File: src/rtl/btn_conditioner.sv
// btn_conditioner
// Brings the raw board pushbuttons into the clk domain, debounces each one,
// and produces a clean level, one-cycle press/release pulses and auto-repeat
// pulses for held buttons. Every button runs through an identical,
// independent channel.

module btn_conditioner #(
  parameter int N_BTN      = 5,         // bit order {down, right, left, up, cen}
  parameter int DB_CYCLES  = 1000000,   // stable samples needed to accept a new level
  parameter int DB_W       = 20,        // 2^DB_W > DB_CYCLES
  parameter int RPT_DELAY  = 40000000,  // press to first repeat
  parameter int RPT_PERIOD = 10000000,  // between later repeats
  parameter int RPT_W      = 26         // 2^RPT_W > max(RPT_DELAY, RPT_PERIOD)
) (
  input  logic             clk,
  input  logic             main_rst,
  input  logic [N_BTN-1:0] btn_in,
  output logic [N_BTN-1:0] btn_level,
  output logic [N_BTN-1:0] btn_press,
  output logic [N_BTN-1:0] btn_release,
  output logic [N_BTN-1:0] btn_repeat
);

  // The repeat counter never needs to count past the longer of the two
  // intervals, so that value doubles as its saturation point.
  localparam int RPT_MAX = (RPT_DELAY > RPT_PERIOD) ? RPT_DELAY : RPT_PERIOD;

  localparam logic [DB_W-1:0]  DB_LAST      = DB_W'(DB_CYCLES - 1);
  localparam logic [DB_W-1:0]  DB_ONE       = DB_W'(1);
  localparam logic [RPT_W-1:0] RPT_DELAY_V  = RPT_W'(RPT_DELAY);
  localparam logic [RPT_W-1:0] RPT_PERIOD_V = RPT_W'(RPT_PERIOD);
  localparam logic [RPT_W-1:0] RPT_MAX_V    = RPT_W'(RPT_MAX);
  localparam logic [RPT_W-1:0] RPT_ONE      = RPT_W'(1);

  logic [N_BTN-1:0] s0_q, s0_d;
  logic [N_BTN-1:0] s1_q, s1_d;

  // Two-stage synchroniser input: s0 captures the pins, s1 follows s0.
  always_comb begin
    s0_d = btn_in;
    s1_d = s0_q;
  end

  // Synchroniser flops; everything downstream looks only at s1_q.
  always_ff @(posedge clk) begin
    if (!main_rst) begin
      s0_q <= '0;
      s1_q <= '0;
    end else begin
      s0_q <= s0_d;
      s1_q <= s1_d;
    end
  end

  for (genvar g = 0; g < N_BTN; g++) begin : g_chan

    logic [DB_W-1:0]  db_cnt_q, db_cnt_d;
    logic             stable_q, stable_d;
    logic             press_q, press_d;
    logic             release_q, release_d;
    logic [RPT_W-1:0] rpt_cnt_q, rpt_cnt_d;
    logic             first_q, first_d;
    logic             rpt_hit;

    // Debounce: count consecutive samples that disagree with the accepted
    // level, accept the new level when the run is long enough, and flag the
    // edge so the press/release pulse lines up with the level change.
    always_comb begin
      db_cnt_d  = db_cnt_q;
      stable_d  = stable_q;
      press_d   = 1'b0;
      release_d = 1'b0;
      if (s1_q[g] == stable_q) begin
        db_cnt_d = '0;
      end else if (db_cnt_q == DB_LAST) begin
        stable_d  = s1_q[g];
        db_cnt_d  = '0;
        press_d   = s1_q[g];
        release_d = ~s1_q[g];
      end else begin
        db_cnt_d = db_cnt_q + DB_ONE;
      end
    end

    // Repeat pulse is decoded from registered state; gating on the level
    // means a release landing on a repeat boundary suppresses that repeat,
    // and gating on press keeps the two pulses mutually exclusive.
    always_comb begin
      rpt_hit = 1'b0;
      if (stable_q && !press_q) begin
        if (first_q) begin
          rpt_hit = (rpt_cnt_q == RPT_DELAY_V);
        end else begin
          rpt_hit = (rpt_cnt_q == RPT_PERIOD_V);
        end
      end
    end

    // Repeat timer: restarts on the press, reloads after every repeat,
    // clears while released, and saturates rather than wrapping.
    always_comb begin
      rpt_cnt_d = rpt_cnt_q;
      first_d   = first_q;
      if (!stable_q) begin
        rpt_cnt_d = '0;
        first_d   = 1'b0;
      end else if (press_q) begin
        rpt_cnt_d = RPT_ONE;
        first_d   = 1'b1;
      end else if (rpt_hit) begin
        rpt_cnt_d = RPT_ONE;
        first_d   = 1'b0;
      end else if (rpt_cnt_q != RPT_MAX_V) begin
        rpt_cnt_d = rpt_cnt_q + RPT_ONE;
      end
    end

    // Per-channel state; reset wins over every other update.
    always_ff @(posedge clk) begin
      if (!main_rst) begin
        db_cnt_q  <= '0;
        stable_q  <= 1'b0;
        press_q   <= 1'b0;
        release_q <= 1'b0;
        rpt_cnt_q <= '0;
        first_q   <= 1'b0;
      end else begin
        db_cnt_q  <= db_cnt_d;
        stable_q  <= stable_d;
        press_q   <= press_d;
        release_q <= release_d;
        rpt_cnt_q <= rpt_cnt_d;
        first_q   <= first_d;
      end
    end

    assign btn_level[g]   = stable_q;
    assign btn_press[g]   = press_q;
    assign btn_release[g] = release_q;
    assign btn_repeat[g]  = rpt_hit;

  end : g_chan

endmodule

File: config.mk
export PLATFORM = sky130hd
export DESIGN_NAME = btn_conditioner
export DESIGN_NICKNAME = d
export VERILOG_FILES = /design/src/rtl/btn_conditioner.sv
export SDC_FILE = /design/constraint.sdc
export NUM_CORES = 1
export LEC_CHECK = 0
export BUFFER_PORTS_ARGS = -buffer_cell sky130_fd_sc_hd__buf_4
export CELL_PAD_IN_SITES_DETAIL_PLACEMENT = 0
export CELL_PAD_IN_SITES_GLOBAL_PLACEMENT = 2
export CORE_AREA = 2 2 171 173
export CTS_CLUSTER_SIZE = 8
export DETAILED_ROUTE_END_ITERATION = 7
export DIE_AREA = 0 0 173 175
export MAX_ROUTING_LAYER = met4
export PLACE_DENSITY_LB_ADDON = 0.08
export SLEW_MARGIN = 0
export SYNTH_ARGS = -nofsm -noshare
export SYNTH_HDL_FRONTEND = slang
export SYNTH_SLANG_ARGS = --single-unit
File: constraint.sdc
create_clock -name clk -period 3.18 [get_ports clk]
set_input_delay 0.159 -clock clk [delete_from_list [all_inputs] [get_ports clk]]
set_output_delay 0.159 -clock clk [all_outputs]
set_load 0.05 [all_outputs]
==> flow_summary_export.csv <==
group,metric,value,unit
route,finalWirelength,23800,µm
run,max_cap_violations,0,
clocking,clk_pin_slew,50,ps
yosys,synth_area,11800,µm²
sta,setup_ws,736,ps
clocking,cts_tree,"yes",
route,wire_per_inst,13.4,µm
yosys,synth_seq_cells,260,
yosys,synthArstFlopShare,0,%
sta,fmax,409,MHz
placement,dpl-instance-area,12300,µm²
die,fp.dieH,175,µm
critical_path,cp-end-kind,"output pin",
clocking,cts.sinks,260,
critical_path,cp-start-kind,"register",
global_routing,grt.overflow.total,0,
power_and_ir_drop,power_leakage,4.26,nW
layout,finalInstanceArea,13300,µm²
worst_hold_path,hold_path.class,"in2reg",
route,vias,8954,
yosys,yosys.cell_types.count,43,
yosys,syn_avg_cell_area,8.66,µm²
route,ant_nets,0,
critical_path,worstPathRequired,3020,ps
sta,hold_violations,0,
die,die_w,173,µm
route,vias_per_cell,5.05,
layout,drive_gt1_share,6.48,%
layout,fin_nets,1408,
layout,areaGrowthSynthToFinish,12.7,%
placement,dpl_worst_slack,812,ps
power_and_ir_drop,ir_drop,0.000294,V
clocking,numCtsBuffers,38,
outcome,status,"complete, no violations",
yosys,synthFlopType,"dfxtp_1",
sta,tightest_slew,817,ps
layout,multi_input_area,6160,µm²
critical_path,critPathKind,"reg2out",
yosys,yosys-top-cells-area,"dfxtp_1 44%, xor2_1 8.8%, nor2_1 8.6%, xnor2_1 7.3%, nand3_1 4.1%",
yosys,yosysMostFrequentCell,"nor2_1",
layout,regArea,5200,µm²
global_routing,grt_pass1_wl,41800,µm
power_and_ir_drop,power_density,518,nW/µm²
layout,antenna_cells,0,
yosys,synth_edf_count,0,
yosys,ys.warnings.count,0,
placement,hpwl,15800,µm
power_and_ir_drop,power,6.91,mW
die,die-area,30300,µm²
sta,tns,0,ps
yosys,syn_inst,1366,
critical_path,cp_max_fo,3,
die,core_area,28400,µm²
die,initial_core_util,41.7,%
sta,slew_headroom,45.0,%
critical_path,worstPathArrival,2290,ps
yosys,yosys-top-cells-count,"272 x nor2_1, 260 x dfxtp_1, 119 x xor2_1, 98 x xnor2_1, 97 x nand3_1",
sta,skew,10.3,ps
yosys,synth-seq-area-share,44.0,%
clocking,worstSkewPairLatency,500,ps
route,drc,0,
yosys,synth_nets,1388,
clocking,post-cts-setup-buffers,0,
global_routing,antenna_found_initial,0,
sta,fin_crit,2440,ps
placement,io_buffers,26,
sta,slew_violations,0,
die,top_level_ports,27,
layout,n_fill_cell,2810,
clocking,clock_path_buffers,3,
clocking,root_buffer,"clkbuf_16",
die,num_rows,62,
sta,min_period_over_period,76.9,%
sta,setup_viol,0,
sta,rsz0062_at_grt,"no",
clocking,cts_max_level,2,
yosys,yosysTopAreaCell,"dfxtp_1",
placement,gp_congestion,0.761,
route,first_pass_iters,5,
route,dr.first_iter.drc_count,315,
global_routing,grtUsageTotal,16.6,%
yosys,synth_top_area_share,44.0,%
global_routing,grt_pass1_vias,8648,
clocking,ctsResizeCount,0,
global_routing,grt_max_degree,26,
## cell families (layout without fill, tap and decap cells)
| kind of cell | after synthesis | after routing | share of synthesized area, % |
|---|---|---|---|
| and+or+nand+nor | 737 | 737 | 32.2 |
| xor gates and xnor gates | 217 | 217 | 16.1 |
| AOI/OAI and AO/OA | 29 | 29 | 1.50 |
| DFF | 260 | 260 | 44.0 |
| adders and majority gates | 15 | 15 | 1.59 |
| muxes | 9 | 9 | 0.761 |
| buffers and inverters | 99 | 122 | 3.96 |
## where the power goes
group / internal [mW] / total (mW) / switching (mW)
sequential: 3.27 / 3.28 / 0.00573
combinational: 0.0168 / 0.0392 / 0.0225
clock: 2.24 / 3.60 / 1.35
## through the flow
| stage | std cells | util (%) | hold slack (ps) |
|---|---|---|---|
| CTS | 1773 | 47.0 | 7.14 |
| finish | 1773 | 47.0 | 33.5 |
| detailed placement | 1725 | 43.2 | 372 |
| floorplan | 1366 | - | 286 |
| global placement | 1725 | 43.2 | 371 |
| global route | 1773 | 47.0 | 29.2 |
## registers in the layout (all words and copies together) (netlist names)
register / count
g_chan.db_cnt_q: 100
g_chan.rpt_cnt_q: 130
g_chan.first_q: 5
s0_q: 5
s1_q: 5
g_chan.stable_q: 5
g_chan.release_q: 5
g_chan.press_q: 5
## cell usage in the layout, fill, tap and decap left out, types with 12 or more instances in the layout
cell type    n
and2_1      19
inv_1       38
ha_1        15
and4b_1     12
nor3_1      47
dfxtp_1    260
nand3_1     97
a21oi_1     16
nand2_1     78
and4_1      20
clkbuf_16   41
xor2_1     119
nor2_1     272
and3_1      36
buf_4       36
xnor2_1     98
nor4_1      22
nor4b_1     25
nand4_1     55
## routing by layer
| metal | routed length, µm | part of all wire, % | vias up | track usage [%] |
|---|---|---|---|---|
| li1 | - | - | 4662 | - |
| met1 | 12100 | 51 | 4159 | 21.8 |
| met2 | 10500 | 44 | 89 | 26.1 |
| met3 | 739 | 3.1 | 44 | 2.94 |
| met4 | 481 | 2.0 | 0 | 5.08 |
| met5 | 0 | 0 | - | - |
## final timing paths
kind         slack (ps)                       to  cells past startpoint                     from
max reg2reg         800  g_chan[1].rpt_cnt_q[17]                      6  g_chan[1].rpt_cnt_q[15]
max                 740            btn_repeat[0]                      6   g_chan[0].rpt_cnt_q[0]
min reg2reg         430                  s1_q[0]                      1                  s0_q[0]
min                  30        g_chan[0].press_q                      3                 main_rst
## critical path, stage by stage, from the launching register on
cell	delay [ps]
dfxtp_1	320
inv_1	90
ha_1	150
nor4b_1	250
nand4_1	210
a2111oi_2	490
buf_4	280
## final cells by class
cell class,count,area share (%)
clock buffer,42,7.72
timing repair buffer,41,2.40
multi-input combinational,1007,46.2
clock inverter,1,0.0375
sequential,260,39.0
inverter,38,1.07
tap,384,3.60
## what timing repair did
item / in CTS / in global routing
hold buffers: 5 / 0
hold endpoints to repair: 5 / 0
setup endpoints to repair: 0 / 0
No activity file was read; power rests on OpenSTA's default activity.
